`src/rtl/axis_packet_deframer.sv`:
```
// axis_packet_deframer: extracts SOF/LEN/payload/CHK frames from a byte stream,
// buffers the payload until the checksum verifies, then replays it as an AXI-Stream packet.
module axis_packet_deframer #(
    parameter int MAX_LEN        = 16,
    parameter int TIMEOUT_CYCLES = 60000
) (
    input  logic        clk_i,
    input  logic        rst_i,
    input  logic [7:0]  s_axis_tdata_i,
    input  logic        s_axis_tvalid_i,
    output logic        s_axis_tready_o,
    output logic [7:0]  m_axis_tdata_o,
    output logic        m_axis_tvalid_o,
    output logic        m_axis_tlast_o,
    input  logic        m_axis_tready_i,
    output logic        frame_ok_o,
    output logic        frame_err_o,
    output logic [1:0]  err_code_o,
    output logic [15:0] frame_cnt_o
);
    localparam int AW = (MAX_LEN > 1) ? $clog2(MAX_LEN) : 1;
    localparam int TW = $clog2(TIMEOUT_CYCLES + 1);
    localparam logic [7:0] MAX_B = 8'(MAX_LEN);
    localparam logic [TW-1:0] TMO_LAST = TW'(TIMEOUT_CYCLES - 1);
    typedef enum logic [2:0] {HUNT, LEN, PAYLOAD, CHECK, SEND} state_t;
    state_t          state_q, state_d;
    logic [7:0]      len_q, len_d, chk_q, chk_d;
    logic [AW-1:0]   idx_q, idx_d, rd_q, rd_d;
    logic [TW-1:0]   tmo_q, tmo_d;
    logic [7:0]      buf_q [MAX_LEN];
    logic [7:0]      buf_d [MAX_LEN];
    logic            s_ready_q, s_ready_d, m_valid_q, m_valid_d;
    logic            ok_q, ok_d, err_q, err_d;
    logic [1:0]      code_q, code_d;
    logic [15:0]     cnt_q, cnt_d;
    logic            s_acc, m_acc, last;

    assign s_acc = s_axis_tvalid_i && s_ready_q;
    assign m_acc = m_valid_q && m_axis_tready_i;
    assign last  = m_valid_q && (8'(rd_q) == len_q - 8'd1);

    always_comb begin
        state_d   = state_q;
        len_d     = len_q;
        chk_d     = chk_q;
        idx_d     = idx_q;
        rd_d      = rd_q;
        tmo_d     = '0;
        buf_d     = buf_q;
        m_valid_d = m_valid_q;
        ok_d      = 1'b0;
        err_d     = 1'b0;
        code_d    = code_q;
        cnt_d     = cnt_q;
        case (state_q)
            HUNT: state_d = (s_acc && s_axis_tdata_i == 8'h7E) ? LEN : HUNT;
            LEN: if (s_acc) begin
                if (s_axis_tdata_i == 8'h00 || s_axis_tdata_i > MAX_B) begin
                    err_d   = 1'b1;
                    code_d  = 2'd1;
                    state_d = HUNT;
                end else begin
                    len_d   = s_axis_tdata_i;
                    chk_d   = s_axis_tdata_i;
                    idx_d   = '0;
                    state_d = PAYLOAD;
                end
            end
            PAYLOAD: if (s_acc) begin
                buf_d[idx_q] = s_axis_tdata_i;
                chk_d        = chk_q + s_axis_tdata_i;
                idx_d        = idx_q + 1'b1;
                state_d      = (8'(idx_q) == len_q - 8'd1) ? CHECK : PAYLOAD;
            end
            CHECK: if (s_acc) begin
                if (8'(chk_q + s_axis_tdata_i) == 8'h00) begin
                    ok_d      = 1'b1;
                    cnt_d     = cnt_q + 16'd1;
                    rd_d      = '0;
                    m_valid_d = 1'b1;
                    state_d   = SEND;
                end else begin
                    err_d   = 1'b1;
                    code_d  = 2'd2;
                    state_d = HUNT;
                end
            end
            SEND: if (m_acc) begin
                m_valid_d = !last;
                rd_d      = last ? rd_q : rd_q + 1'b1;
                state_d   = last ? HUNT : SEND;
            end
            default: state_d = HUNT;
        endcase
        // Idle cycles only count while a frame is partially received.
        if ((state_q == LEN || state_q == PAYLOAD || state_q == CHECK) && !s_acc) begin
            tmo_d = tmo_q + 1'b1;
            if (tmo_q == TMO_LAST) begin
                tmo_d   = '0;
                err_d   = 1'b1;
                code_d  = 2'd3;
                state_d = HUNT;
            end
        end
        s_ready_d = (state_d != SEND);
    end

    always_ff @(posedge clk_i or posedge rst_i) begin
        if (rst_i) begin
            state_q   <= HUNT;
            len_q     <= '0;
            chk_q     <= '0;
            idx_q     <= '0;
            rd_q      <= '0;
            tmo_q     <= '0;
            for (int i = 0; i < MAX_LEN; i++) buf_q[i] <= '0;
            s_ready_q <= 1'b1;
            m_valid_q <= 1'b0;
            ok_q      <= 1'b0;
            err_q     <= 1'b0;
            code_q    <= '0;
            cnt_q     <= '0;
        end else begin
            state_q   <= state_d;
            len_q     <= len_d;
            chk_q     <= chk_d;
            idx_q     <= idx_d;
            rd_q      <= rd_d;
            tmo_q     <= tmo_d;
            buf_q     <= buf_d;
            s_ready_q <= s_ready_d;
            m_valid_q <= m_valid_d;
            ok_q      <= ok_d;
            err_q     <= err_d;
            code_q    <= code_d;
            cnt_q     <= cnt_d;
        end
    end

    assign s_axis_tready_o = s_ready_q;
    assign m_axis_tvalid_o = m_valid_q;
    assign m_axis_tdata_o  = m_valid_q ? buf_q[rd_q] : 8'h00;
    assign m_axis_tlast_o  = last;
    assign frame_ok_o      = ok_q;
    assign frame_err_o     = err_q;
    assign err_code_o      = code_q;
    assign frame_cnt_o     = cnt_q;
endmodule

```
`config.mk`:
```
export PLATFORM = sky130hd
export DESIGN_NAME = axis_packet_deframer
export DESIGN_NICKNAME = d
export VERILOG_FILES = /design/src/rtl/axis_packet_deframer.sv
export SDC_FILE = /design/constraint.sdc
export NUM_CORES = 1
export LEC_CHECK = 0
export CAP_MARGIN = 20
export CELL_PAD_IN_SITES_DETAIL_PLACEMENT = 1
export CELL_PAD_IN_SITES_GLOBAL_PLACEMENT = 2
export CORE_MARGIN = 3
export CORE_UTILIZATION = 46
export DETAILED_ROUTE_END_ITERATION = 10
export PLACE_DENSITY = 0.86
export SKIP_CTS_REPAIR_TIMING = 1
export SYNTH_ARGS = -nofsm -noshare
export SYNTH_HDL_FRONTEND = slang
export SYNTH_SLANG_ARGS = --single-unit
```
`constraint.sdc`:
```
create_clock -name clk_i -period 9.7 [get_ports clk_i]
set_input_delay 0.97 -clock clk_i [delete_from_list [all_inputs] [get_ports clk_i]]
set_output_delay 0.97 -clock clk_i [all_outputs]
set_load 0.02 [all_outputs]
```
==> results.txt, run 1 <==
The number of antenna diodes in the final layout is 0. The average wire length per cell after detail routing came out at 22.3 µm. The power share of the sequential group came out at 50.8%. The total iterations of the first detailed-routing run came out at 4. Across all register-to-register paths, the minimum setup slack is 6.58 ns. The net count of the finished layout came out at 802. The per-instance average area after synthesis came out at 12.7 µm².

The total of endpoints with negative setup slack in the final report is 0. The number of sinks driven by the clock tree came out at 193. Summed over all failing endpoints, the final setup total negative slack is 0 ns. The filler cell count came out at 1999. The cell depth of the worst min-delay path came out at 1. The source-to-sink clock delay at the later pin of the worst-skew pair is 0.44 ns.

The sum of net half-perimeters after detailed placement came out at 15400 µm. The most used flip-flop cell after synthesis is dfrtp_1. The root buffer cell is clkbuf_16. Based on the critical path, the design can be clocked at up to 229 MHz.

The detailed router used layers up to and including met4. The number of global-route vias before repair is 6906. The iteration-0 DRC count of the detailed router came out at 365.

The clock network burns 46.5% of the power. The worst-case IR drop observed on VDD is 0.000103 V. Sorting the synthesized cells by area gives the leading types as dfrtp_1 51%, mux2_2 14%, mux4_2 9.5%, xnor2_1 2.7%, nand2_1 2.4%.

Traced cell by cell, the critical path runs through clkdlybuf4s50_1 -> ha_1 -> inv_1 -> fa_1 -> nand2b_1 -> a21o_1 -> a211oi_1 -> o21ai_1 -> nor4_4 -> buf_8 -> o21ai_1 -> mux2_2. Setup repair after global routing left no endpoint under its margin. The cell accounting for the most synthesized area is dfrtp_1. Of all nets on the critical path, the largest fanout is 21.

The total power of the final layout came out at 1.58 mW. The number of buffers created by CTS came out at 17. The initial standard-cell utilization of the core is 47.7%.

The wire length on met3 is 704 µm. The post-route fraction of the period consumed by the critical path came out at 45.1%. The fraction of synthesis flops using an asynchronous set or reset pin came out at 100%. The core area is 19800 µm². Data on the critical path is required at its endpoint by 10.03 ns. The floorplan die area is 22300 µm².

The worst setup path is launched from an input port. After synthesis, the netlist uses 58 different library cells. Among the stages of the critical path, the cell type that occurs most often is o21ai_1. Clock-pin slew was measured on the worst setup and hold paths at 0.08 ns.

After detailed routing, the total wire length is 23400 µm. For this design, the slowest cell found on the critical path is clkdlybuf4s50_1. Counting along the longest clock path gives a buffer depth of 2. The share of final-layout standard cells stronger than drive strength 1 is 28.7%. For hold timing, the worst endpoint is frame_cnt_o[15]. The global-route congestion overflow total came out at 0. The commonest cells after synthesis are 192 x dfrtp_1, 121 x mux2_2, 61 x nand2_1. The quantity of I/O buffers inserted on ports came out at 42. The worst register-to-register path begins at chk_q[0].

The smallest clock period supported by the final layout is computed as 4.37 ns. The flow ran to the end, and the final reports show no timing, DRC or antenna violations. The transition time at the pin with the least slew margin is 0.971 ns. The hold violation total from the final report came to 0.

The first global-routing pass estimated 38200 µm of wire. The synthesis-to-layout area growth came out at 13.3%. The library cell with the highest instance count after synthesis is dfrtp_1. The worst stage delay on the critical path is 0.96 ns. Across all layers, the routed design uses 6061 vias. In the routed design, unresolved DRC markers number 0. The portion of the post-synthesis area used by sequential elements is 51.0%. The congestion estimate from routability-driven global placement came to 0.844. The worst hold path belongs to the class reg -> reg. The number of enable-type register cells in the synthesized netlist is 0. The worst relative slew slack is 35.1%. The total power divided by cell area is 148 nW/µm².

The cell-internal power is 1.19 mW. The number of register bits inferred by synthesis is 193. The switching share of power came out at 24.6%.

Yosys printed 0 warnings. The number of antenna-violating nets in the routed design is 0. The static power due to leakage is 4.85 nW.

The worst hold path begins at frame_cnt_o[15]. The power share of the combinational group is 2.7%. The met2 wire length is 12200 µm. The max-capacitance violation count came out at 0. By startpoint and endpoint, the worst setup path is classified as in -> reg. The cell depth of the worst flop-to-flop path came out at 11. The met1 wire length is 9840 µm. The number of placed I/O pins is 43.

The global routing usage summed across all routing layers came out at 22.4%. The horizontal extent of the die is 149 µm. The cell count after synthesis came out at 747.

TritonCTS built the clock tree. The worst clock skew is 0.0120 ns. The row count is 51. The initial antenna violation count is 0. Entering global routing, the biggest net connects 75 pins. Using the TritonRoute via totals, the vias-per-cell ratio works out to 5.76. The number of nets handed over by synthesis was 775. The cell area that synthesis handed to floorplanning was 9470 µm².

STA classifies the critical path endpoint as a register. Summed over its instances, the top area cell type makes up 50.7% of the synthesized netlist area. The max-slew violation count is 0. The net switching power came out at 0.389 mW.

The die boundary height came out at 149 µm. The maximum level of the CTS H-tree is 4. The data arrival time at the worst-slack endpoint came out at 4.70 ns. The worst register-to-register path ends at rd_q[0].
## cell usage in the layout, fill, tap and decap left out, drive strengths merged, types with 2 or more instances in the layout
cell type / synthesis / routed
a211oi: 2 / 2
o21ai: 33 / 33
nor2b: 4 / 4
or3: 2 / 2
a211o: 2 / 2
o22ai: 2 / 2
nor3b: 4 / 4
inv: 12 / 18
or2: 3 / 3
or4: 2 / 2
nand3b: 3 / 3
o211ai: 4 / 4
nor4: 4 / 4
xnor2: 29 / 29
clkinv: 0 / 5
clkinvlp: 0 / 2
nand2b: 2 / 2
buf: 15 / 6
dfrtp: 192 / 192
nand2: 70 / 70
and3: 9 / 9
mux2: 121 / 121
ha: 15 / 15
a21oi: 14 / 14
mux4: 40 / 40
xor2: 19 / 19
and2: 14 / 14
nor2: 44 / 44
nand4: 11 / 11
mux2i: 3 / 3
nand3: 19 / 19
a21o: 3 / 3
clkdlybuf4s50: 0 / 42
clkbuf: 25 / 18
nor3: 11 / 11
## state kept, by name, indices dropped and copies added, names as in the netlist
register / count
chk_q: 8
buf_q: 128
tmo_q: 16
frame_ok_o: 1
frame_cnt_o: 16
rd_q: 4
idx_q: 4
len_q: 8
frame_err_o: 1
state_q: 3
err_code_o: 2
s_axis_tready_o: 1
m_axis_tvalid_o: 1
## power by group through the flow
stage               sequential [mW]  clock (mW)  combinational, mW
CTS                           0.804       0.750             0.0444
global placement              0.820           0             0.0421
global route                  0.804       0.788             0.0486
detailed placement            0.820           0             0.0440
floorplan                     0.820           0             0.0265
finish                        0.804       0.736             0.0429
## how the worst max path moves through the flow
| stage | from | depth (start not counted) | endpoint | slack (ns) |
|---|---|---|---|---|
| global placement | s_axis_tdata_i[0] | 11 | rd_q[0] | 4.72 |
| CTS | s_axis_tdata_i[0] | 11 | rd_q[0] | 4.96 |
| global route | s_axis_tdata_i[0] | 12 | rd_q[0] | 5.10 |
| detailed placement | s_axis_tdata_i[0] | 11 | rd_q[0] | 4.50 |
| floorplan | rst_i | 1 | buf_q[0] | 3.48 |
| finish | s_axis_tdata_i[0] | 12 | rd_q[0] | 5.33 |
## cells by family after synthesis
kind of cell	synth area share (%)
compound gates	4.32
xor+xnor	4.44
fa+ha+maj	2.19
buf+inv	2.39
flops	51.0
mux	24.2
simple gates	11.4
## layer usage
metal | global-route usage (%) | up-vias
met5 | 0 | -
met4 | 7.96 | 0
met3 | 4.54 | 43
met2 | 39.3 | 102
met1 | 27.5 | 3194
li1 | - | 2722
## per-stage QoR
step	setup WS, ns	std cells	util [%]	cell area (µm²)	hold WS, ns
3_5_place_dp	4.50	1019	50.8	10100	0.476
4_1_cts	4.96	1051	54.0	10700	0.486
3_3_place_gp	4.72	1019	50.8	10100	0.456
2_1_floorplan	3.48	747	-	9470	0.445
5_1_grt	5.10	1052	54.0	10700	0.498
6_report	5.33	1052	54.0	10700	0.479
## critical path: cells and delay by family
| family | cells | cell delay (ns) |
|---|---|---|
| buf+inv | 3 | 1.25 |
| compound gates | 4 | 0.78 |
| simple gates | 2 | 0.71 |
| fa+ha+maj | 2 | 0.70 |
| mux | 1 | 0.26 |
## final cells by class
type                       count  area, µm²  area share [%]
timing repair buffer          48        473            4.41
clock inverter                14        186            1.74
tap                          265        332            3.09
clock buffer                  18        439            4.09
multi-input combinational    502       4410            41.1
inverter                      12       50.0           0.467
sequential                   193       4830            45.1
Note: power is estimated with default switching activity, not from simulation.
==> inputs of run 2 (changes only) <==
--- a/config.mk
+++ b/config.mk
@@ -9,9 +9,9 @@
 export CELL_PAD_IN_SITES_DETAIL_PLACEMENT = 1
 export CELL_PAD_IN_SITES_GLOBAL_PLACEMENT = 2
 export CORE_MARGIN = 3
-export CORE_UTILIZATION = 46
+export CORE_UTILIZATION = 43
 export DETAILED_ROUTE_END_ITERATION = 10
-export PLACE_DENSITY = 0.86
+export PLACE_DENSITY = 0.81
 export SKIP_CTS_REPAIR_TIMING = 1
 export SYNTH_ARGS = -nofsm -noshare
 export SYNTH_HDL_FRONTEND = slang
==> constraint.sdc (replaced) <==
create_clock -name clk_i -period 4.1 [get_ports clk_i]
set_input_delay 0.41 -clock clk_i [delete_from_list [all_inputs] [get_ports clk_i]]
set_output_delay 0.41 -clock clk_i [all_outputs]
set_load 0.02 [all_outputs]
==> run 2 against run 1 <==
  * Power grew 130%
  * Die area is 6.7% higher
  * Hold slack gained 0.0013 ns
  * Critical path type is now reg -> out
==> results.txt, run 2 (same netlist as run 1, synthesis figures left out) <==
The number of global-route vias before repair came out at 6832. The floorplan die area came out at 23800 µm². Walking the worst path, the cells encountered are buf_4 -> mux4_2 -> mux4_2 -> and2_1 -> clkdlybuf4s50_1.

The number of antenna-violating nets in the routed design is 0. The worst slack at placement came out at 0.462 ns. The hold violation total from the final report came out at 0.

The number of sinks driven by the clock tree came out at 193. The worst clock skew is 0.0131 ns. The cell-internal power is 2.83 mW. The average wire length per cell after detail routing is 21.3 µm. The global-route congestion overflow total came out at 0.

The slowest stage of the critical path is the dfrtp_2 cell. The share of total power dissipated in combinational logic is 3.0%. The minimum period implied by the final worst setup slack came out at 3.65 ns. Ranked by flip-flop count, first place goes to buf_q. The horizontal extent of the die is 154 µm. The clock power share came out at 45.1%. Adding up every negative setup slack in the final design gives 0 ns.

The analysis attributes to cell leakage a power of 4.88 nW. The tightest min-delay check is of the in -> async type. The achievable clock frequency came out at 274 MHz. Counting along the longest clock path gives a buffer depth of 2.

The iteration-0 DRC count of the detailed router came out at 298. The share of final-layout standard cells stronger than drive strength 1 is 29.5%. The global routing usage summed across all routing layers came out at 20.0%. Summed over all layers, the routed wires come to 22900 µm. STA classifies the critical path endpoint as a primary output.

The number of diodes came out at 0. Clock-pin slew was measured on the worst setup and hold paths at 0.07 ns. The total power divided by cell area came out at 340 nW/µm². The worst stage delay on the critical path is 0.71 ns. The final estimated routing congestion in global placement came out at 0.801. The sum of net half-perimeters after detailed placement is 15900 µm.

The post-detailed-route via-to-cell ratio is 5.68. The max-capacitance violation count came out at 0. Leaving out fill and tap cells, the most frequent cells in the layout are 191 x dfrtp_1, 121 x mux2_2, 61 x nand2_1, 44 x nor2_1, 42 x clkdlybuf4s50_1. The remaining routing DRC violations is 0. The synthesis-to-layout area growth is 13.9%.

In this run the tool buffered the top-level ports with 42 buffer cells. After layout, the worst setup slack is 0.452 ns. The number of buffers created by CTS is 17. The total vias in the final route came out at 6084.

In this design, the critical path's most frequently occurring cell is mux4_2. TritonCTS built the clock tree. The worst endpoint required time came out at 3.69 ns. The worst setup path is of the reg -> out kind. The flow ran to the end, and the final reports show no timing, DRC or antenna violations. Measured along the y axis, the die boundary spans 154 µm. The source-to-sink clock delay at the later pin of the worst-skew pair came out at 0.45 ns.

The initial antenna violation count came out at 0. The core area came out at 21400 µm². The maximum fanout along the worst path came out at 13.

In this run the count of I/O pins placed on the die edge is 43. The total of endpoints with negative setup slack in the final report came out at 0. Once the floorplan was initialized, standard cells occupied 44.4% of the core. Per report_power, the sequential group accounts for 51.8% of the total. The switching share of power is 23.0%. The tree is rooted in a clkbuf_16. The maximum vdd ir drop came out at 0.000231 V. For this run, the detailed router's first-pass iteration total came to 4.

Row generation in the floorplan step produced 53 rows. The data arrival time at the worst-slack endpoint is 3.24 ns. The startpoint class of the critical path is a register. Headroom to the max-slew limit came out at 40.7%.

The H-tree generated during clock tree synthesis spans 4 levels. The max-slew violation count is 0. Of the available clock period, the critical path in the final layout requires 89.0%. Setup repair after global routing left no endpoint under its margin.

After the last flow step, the layout net total stands at 814. The transition time at the pin with the least slew margin is 0.887 ns. The library cell used most frequently in the layout, excluding fill and tap cells, is dfrtp_1. The register with the most flip-flops in the layout has 128 of them. The analysis attributes to net switching a power of 0.842 mW. The global-route wire length before repair is 37300 µm. The maximum number of pins on one net before global-route repair came out at 113.
[run 2: cell count changes in the layout (fill, tap and decap cells not counted), sizes merged]
cell	change
clkinv	-1
buf	+12
bufinv	+1
inv	-4
clkinvlp	+2
[run 2: final cells by class]
class                   instances  area, µm²
multi-input cells             502       4410
fillers                      2192      10600
repair buffers                 60        581
flip-flops and latches        193       4830
inverters                      12       48.8
well taps                     275        344
clock inverters                12        135
clock buffers                  18        429
[run 2: through the flow]
step	utilization, %	instance area [µm²]	power [mW]	hold slack, ns	instances
after CTS	50.5	10800	3.71	0.483	1072
after global placement	47.9	10200	2.05	0.459	1042
after floorplan	-	9470	2.00	0.445	747
after global routing	50.5	10800	3.81	0.514	1072
final	50.5	10800	3.67	0.480	1072
after detailed placement	47.9	10200	2.05	0.467	1042
[run 2: metal layers]
metal | GRT usage (%) | up-vias | routed length [µm]
li1 | - | 2750 | -
met1 | 27.3 | 3232 | 10800
met2 | 33.3 | 78 | 11100
met3 | 3.81 | 24 | 619
met4 | 5.00 | 0 | 320
met5 | 0 | - | 0
[run 2: worst paths after layout]
kind / from / end / cells past startpoint / slack (ns)
worst max-delay path: rd_q[0] / m_axis_tdata_o[4] / 5 / 0.45
worst min-delay path: rst_i / buf_q[24] / 2 / 0.48
worst max register to register: chk_q[0] / rd_q[0] / 11 / 1.17
worst min register to register: buf_q[1] / buf_q[1] / 2 / 0.48
max in group asynchronous: rst_i / buf_q[38] / 3 / 2.57
min in group clk_i: buf_q[1] / buf_q[1] / 2 / 0.48
[run 2: critical path: cells and delay by family, from the launching register on]
kind	cells	cell delay, ns
buffers and inverters	2	0.87
DFF	1	0.71
muxes	2	1.03
and+or+nand+nor	1	0.17
[run 2: power groups by stage]
| stage | sequential, mW | combinational [mW] | clock, mW |
|---|---|---|---|
| CTS | 1.90 | 0.114 | 1.69 |
| finish | 1.90 | 0.110 | 1.66 |
| global route | 1.90 | 0.124 | 1.79 |
| detailed placement | 1.94 | 0.113 | 0 |
| global placement | 1.94 | 0.109 | 0 |
| floorplan | 1.94 | 0.0630 | 0 |
==> inputs of run 3 (changes only) <==
--- a/config.mk
+++ b/config.mk
@@ -11,6 +11,7 @@
 export CORE_MARGIN = 3
 export CORE_UTILIZATION = 43
 export DETAILED_ROUTE_END_ITERATION = 10
+export GPL_ROUTABILITY_DRIVEN = 0
 export PLACE_DENSITY = 0.81
 export SKIP_CTS_REPAIR_TIMING = 1
 export SYNTH_ARGS = -nofsm -noshare
==> results of run 3 <==
Same layout as run 2: the final DEF is identical, and so are final timing and power.
